`config.mk`:
```
export PLATFORM = sky130hd
export DESIGN_NAME = pc_sequencer
export DESIGN_NICKNAME = d
export VERILOG_FILES = /design/src/rtl/pc_sequencer.sv
export SDC_FILE = /design/constraint.sdc
export NUM_CORES = 1
export LEC_CHECK = 0
export BUFFER_PORTS_ARGS = -buffer_cell sky130_fd_sc_hd__clkbuf_2
export CAP_MARGIN = 20
export CORE_AREA = 2 2 74 128
export CTS_CLUSTER_DIAMETER = 50
export DETAILED_ROUTE_END_ITERATION = 8
export DIE_AREA = 0 0 76 130
export GPL_TIMING_DRIVEN = 0
export PLACE_DENSITY = 0.74
export SLEW_MARGIN = 20
export SYNTH_ARGS = -nofsm -noshare
export SYNTH_HDL_FRONTEND = slang
export SYNTH_SLANG_ARGS = --single-unit
```
`constraint.sdc`:
```
create_clock -name clk -period 2.63 [get_ports clk]
set_clock_uncertainty 0.15 [all_clocks]
set_input_delay 0.3945 -clock clk [delete_from_list [all_inputs] [get_ports clk]]
set_output_delay 0.3945 -clock clk [all_outputs]
set_load 0.02 [all_outputs]
```
`src/rtl/pc_sequencer.sv`:
```
// Fetch sequencer: owns the PC, issues one imem request at a time and hands fetched PCs to decode.
// Define PC_ALIGN_CHECK_EN to trap misaligned redirects to TRAP_VEC instead of masking the low bits.
module pc_sequencer #(
   parameter int unsigned      WIDTH     = 32,
   parameter logic [WIDTH-1:0] RESET_VEC = 32'h0000_0000,
   parameter int unsigned      STEP      = 4,
   parameter logic [WIDTH-1:0] TRAP_VEC  = 32'h0000_0100
) (
   input  logic             clk,
   input  logic             rst,
   output logic             imem_req,
   output logic [WIDTH-1:0] imem_addr,
   input  logic             imem_ack,
   output logic             instr_valid,
   output logic [WIDTH-1:0] instr_pc,
   input  logic             instr_ready,
   input  logic             redirect,
   input  logic [WIDTH-1:0] redirect_target,
   input  logic             halt,
   input  logic             resume,
   output logic             halted,
   output logic             trap
);

`ifdef PC_ALIGN_CHECK_EN
   typedef enum logic [1:0] {S_FETCH, S_HOLD, S_HALTED, S_TRAP} state_t;
`else
   typedef enum logic [1:0] {S_FETCH, S_HOLD, S_HALTED} state_t;
`endif

   localparam logic [WIDTH-1:0] STEP_W = WIDTH'(STEP);

   state_t           r_state, w_state_nxt;
   logic [WIDTH-1:0] r_pc, w_pc_nxt;
   logic             r_req, w_req_nxt;
   logic [WIDTH-1:0] r_addr, w_addr_nxt;
   logic             r_valid, w_valid_nxt;
   logic [WIDTH-1:0] r_instr_pc, w_instr_pc_nxt;
   logic             r_halted, w_halted_nxt;
   logic             r_flush, w_flush_nxt;
   logic             r_halt_pend, w_halt_pend_nxt;
   logic [WIDTH-1:0] w_target;

`ifdef PC_ALIGN_CHECK_EN
   logic r_trap, w_trap_nxt;
   logic r_trap_pend, w_trap_pend_nxt;
   logic w_misaligned;

   assign w_misaligned = |redirect_target[1:0];
   assign w_target     = redirect_target;
`else
   localparam logic [WIDTH-1:0] ALIGN_MASK = (STEP == 4) ? WIDTH'(3) : '0;

   assign w_target = redirect_target & ~ALIGN_MASK;
`endif

   always_comb begin
      // NOTE: every next-state value is defaulted first so no path through the case infers a latch.
      w_state_nxt     = r_state;
      w_pc_nxt        = r_pc;
      w_req_nxt       = r_req;
      w_addr_nxt      = r_addr;
      w_valid_nxt     = r_valid;
      w_instr_pc_nxt  = r_instr_pc;
      w_halted_nxt    = r_halted;
      w_flush_nxt     = r_flush;
      w_halt_pend_nxt = r_halt_pend | halt;
`ifdef PC_ALIGN_CHECK_EN
      w_trap_nxt      = 1'b0;
      w_trap_pend_nxt = r_trap_pend;
`endif

      // A redirect retargets the PC in every state; the case below adds the per-state side effects.
      if (redirect) begin
`ifdef PC_ALIGN_CHECK_EN
         w_trap_pend_nxt = w_misaligned;
         if (!w_misaligned)
`endif
         w_pc_nxt = w_target;
      end

      case (r_state)
         S_FETCH: begin
            if (r_req) begin
               if (redirect) begin
                  // A same-cycle ack is treated as already flushed.
                  w_flush_nxt = !imem_ack;
                  w_req_nxt   = !imem_ack;
               end else if (imem_ack) begin
                  w_req_nxt = 1'b0;
                  if (r_flush) begin
                     w_flush_nxt = 1'b0;
                  end else begin
                     w_instr_pc_nxt = r_addr;
                     w_valid_nxt    = 1'b1;
                     w_pc_nxt       = r_addr + STEP_W;
                     w_state_nxt    = S_HOLD;
                  end
               end
            end else if (!redirect) begin
               if (r_halt_pend) begin
                  w_state_nxt     = S_HALTED;
                  w_halted_nxt    = 1'b1;
                  w_halt_pend_nxt = 1'b0;
               end else begin
                  w_req_nxt  = 1'b1;
                  w_addr_nxt = r_pc;
               end
            end
         end
         S_HOLD: begin
            if (redirect) begin
               w_valid_nxt = 1'b0;
               w_state_nxt = S_FETCH;
            end else if (instr_ready) begin
               w_valid_nxt = 1'b0;
               if (r_halt_pend) begin
                  w_state_nxt     = S_HALTED;
                  w_halted_nxt    = 1'b1;
                  w_halt_pend_nxt = 1'b0;
               end else begin
                  w_state_nxt = S_FETCH;
               end
            end
         end
         S_HALTED: begin
            w_halt_pend_nxt = 1'b0;
            if (!redirect && resume && !halt) begin
               w_state_nxt  = S_FETCH;
               w_halted_nxt = 1'b0;
            end
         end
`ifdef PC_ALIGN_CHECK_EN
         S_TRAP: begin
            w_pc_nxt    = TRAP_VEC;
            w_state_nxt = S_FETCH;
         end
`endif
         default: w_state_nxt = S_FETCH;
      endcase

`ifdef PC_ALIGN_CHECK_EN
      // A pending trap waits for any outstanding request to drain before taking over.
      if (w_trap_pend_nxt && !w_req_nxt) begin
         w_state_nxt     = S_TRAP;
         w_trap_nxt      = 1'b1;
         w_trap_pend_nxt = 1'b0;
         w_valid_nxt     = 1'b0;
         w_halted_nxt    = 1'b0;
         w_flush_nxt     = 1'b0;
      end
`endif
   end

   always_ff @(posedge clk) begin
      // NOTE: non-blocking assignments keep every register sampling pre-edge values.
      if (rst) begin
         r_state     <= S_FETCH;
         r_pc        <= RESET_VEC;
         r_req       <= 1'b0;
         r_addr      <= RESET_VEC;
         r_valid     <= 1'b0;
         r_instr_pc  <= '0;
         r_halted    <= 1'b0;
         r_flush     <= 1'b0;
         r_halt_pend <= 1'b0;
`ifdef PC_ALIGN_CHECK_EN
         r_trap      <= 1'b0;
         r_trap_pend <= 1'b0;
`endif
      end else begin
         r_state     <= w_state_nxt;
         r_pc        <= w_pc_nxt;
         r_req       <= w_req_nxt;
         r_addr      <= w_addr_nxt;
         r_valid     <= w_valid_nxt;
         r_instr_pc  <= w_instr_pc_nxt;
         r_halted    <= w_halted_nxt;
         r_flush     <= w_flush_nxt;
         r_halt_pend <= w_halt_pend_nxt;
`ifdef PC_ALIGN_CHECK_EN
         r_trap      <= w_trap_nxt;
         r_trap_pend <= w_trap_pend_nxt;
`endif
      end
   end

   assign imem_req    = r_req;
   assign imem_addr   = r_addr;
   assign instr_valid = r_valid;
   assign instr_pc    = r_instr_pc;
   assign halted      = r_halted;
`ifdef PC_ALIGN_CHECK_EN
   assign trap        = r_trap;
`else
   assign trap        = 1'b0;
`endif

endmodule

```
==> results.cfg <==
[final_layout]
regArea_um2 = 2060
drive_gt1_share_pct = 21.4
area_growth_pct = 22.7
final_cell_mix = nand2_1 (157), dfxtp_1 (103), clkbuf_2 (102), a21oi_1 (87), clkbuf_1 (33)
final_common_cell = nand2_1
nets = 732
fillers = 795
diodes = 0
multi_input_area_um2 = 2340

[sta]
max_freq_ghz = 0.433
hold_viol = 0
period_needed_ps = 2310
fin_ws_ps = 321
period_share_pct = 87.8
setup_viol = 0
setup_tns_ps = 0
worst_slew_pin_slew_ps = 753
slew_violations = 0
timing.slew.headroom_pct = 49.8
rsz0062_at_grt = no

[drt]
first_pass_iters = 4
avgViaCountPerCell = 5.64
wl_mm = 13.7
route.detailed.drc = 0
vias = 4609
drtIter0Drc = 279
wl_per_cell_um = 16.8
antenna_left = 0

[critical_path]
slowest_stage = clkbuf_1
critPathRequiredTime_ps = 2770
critPathKind = reg -> reg
cp_max_fo = 10
crit_family = simple AND/OR/NAND/NOR gates
path_buf_inv = 2
cp-start-kind = flip-flop
path_cells = clkbuf_1 -> nor2_4 -> nand4b_4 -> nor2_2 -> clkbuf_1 -> nand2_1 -> a21oi_1
worstPathArrival_ps = 2450
endpoint_kind = flip-flop
crit_top_cell = clkbuf_1
critical_path.max_stage_delay_ps = 510

[synth]
syn_avg_cell_area_um2 = 8.01
ys_seq_area_share_pct = 44.5
ys_warn_count = 0
synth-edff-count = 0
synth_top_area_share_pct = 44.5
synth-seq-cells = 103
synthTopCellsByArea = dfxtp_1 (44%), nand2_1 (13%), a21oi_1 (9.4%)
synth_top_area_cell = dfxtp_1
async_flop_share_pct = 0
synth.distinct_cells = 49
synth_nets = 619
synthesis.area_um2 = 4640
synthFlopType = dfxtp_1
syn-instance-count = 579

[pwr]
switchingPower_uw = 922
p_leak_uw = 0.00212
switching_share_pct = 24.1
peakVddDrop_mv = 0.439
p_int_uw = 2900
pwr-share-seq_pct = 43.8
p_comb_share_pct = 10.5
power.share.clock_pct = 45.6
p_per_area_nw_per_um2 = 672

[placement]
place_congestion = 0.875
port-buffer-count = 102
hpwl_mm = 9.72
pre_cts_slack_ps = 168

[clock_network]
cts-buffers-inserted = 9
cts_resized = 0
cts.sinks = 103
hold_buffers = 0
cts_tree = done
cts-htree-levels = 3
cts-root-buf = clkbuf_16
clock_path_buffers = 2
post_cts_buffers = 0
clk_pin_slew_ps = 70
clk_latency_ps = 360

[outcome]
status = completed

[global_route]
grt_usage_pct = 27.8
gr-total-overflow = 0
grt_pass1_wl_mm = 21.4
antenna_found_initial = 0
grt_max_degree = 17
grt_pass1_vias = 4366

[die]
row_count = 46
die_w_um = 76
die_h_um = 130
die_area_um2 = 9880
io_pins = 107
initial_utilization_pct = 52.0
core_area_um2 = 8920

[job]
drv_cap = 0

[worst_hold_path]
min_path_type = in -> reg
power by group through the flow:
stage          Combinational, uW  Clock, uW  Sequential (uW)
3_3_place_gp                 387          0             1710
5_1_grt                      433       1820             1680
6_report                     402       1750             1680
4_1_cts                      398       1740             1670
2_1_floorplan                233          0             1720
3_5_place_dp                 394          0             1710
metal layers:
metal / up-vias / track usage [%] / wire length (um)
met5: - / 0 / 0
met4: 0 / 16.8 / 480
met3: 36 / 3.46 / 771
met2: 185 / 52.4 / 7380
met1: 2189 / 29.6 / 5060
li1: 2199 / - / -
worst register-to-register path, stage by stage, from the launching register on:
cell and delay, ps:
dfxtp_1 300, clkbuf_1 190, nor2_4 250, nand4b_4 240
nor2_2 320, clkbuf_1 510, nand2_1 140, a21oi_1 140
flip-flops by register name, indices dropped and copies added, names as in the netlist:
register,cells
imem_addr,32
instr_pc,32
r_pc,32
r_state,2
halted,1
imem_req,1
instr_valid,1
r_flush,1
r_halt_pend,1
cell families (layout without fill, tap and decap cells):
| group | Yosys count | after routing | synth area share [%] |
|---|---|---|---|
| other | 1 | 1 | 0.0809 |
| AOI/OAI and AO/OA | 134 | 134 | 18.4 |
| buffers and inverters | 54 | 172 | 5.04 |
| adders and majority gates | 1 | 1 | 0.270 |
| DFF | 103 | 103 | 44.5 |
| and+or+nand+nor | 262 | 262 | 27.2 |
| xor gates and xnor gates | 24 | 24 | 4.53 |
per-stage QoR:
step | hold slack, ps | cells | cell area [um2] | utilization (%) | power, uW
after detailed placement | 293 | 801 | 5300 | 59.4 | 2100
after global routing | 135 | 817 | 5690 | 63.8 | 3930
after CTS | 122 | 817 | 5690 | 63.8 | 3820
final | 122 | 817 | 5690 | 63.8 | 3820
after global placement | 283 | 801 | 5300 | 59.4 | 2090
after floorplan | 277 | 579 | 4640 | - | 1960
Yosys cell counts, types with 6 or more instances:
cell	n
nor3_1	11
buf_2	7
o21ai_0	6
nor2_1	30
nor3b_1	8
dfxtp_1	103
nand3_1	7
and4_1	6
nand2_1	157
clkbuf_1	33
o32ai_1	6
a21oi_1	87
xnor2_1	22
a211oi_1	9
inv_1	7
nor2b_1	12
worst paths after layout:
| kind | startpoint | end | slack [ps] | cells past startpoint |
|---|---|---|---|---|
| worst max register to register | r_state[1]$_SDFFE_PP0P_ | instr_pc[13]$_SDFFE_PP0P_ | 320 | 7 |
| worst min register to register | r_pc[13]$_SDFF_PP0_ | imem_addr[13]$_SDFFE_PP0P_ | 300 | 2 |
| worst max-delay path | r_state[1]$_SDFFE_PP0P_ | instr_pc[13]$_SDFFE_PP0P_ | 320 | 7 |
| worst min-delay path | redirect_target[3] | r_pc[3]$_SDFF_PP0_ | 120 | 3 |
cell type report:
type / instances / area share, %
repair buffers: 102 / 8.97
flip-flops and latches: 103 / 36.2
clock buffers: 10 / 4.20
plain buffers: 47 / 3.65
well taps: 120 / 2.64
clock inverters: 6 / 2.73
inverters: 7 / 0.462
multi-input cells: 422 / 41.1
Power figures use the tool's default switching activity.
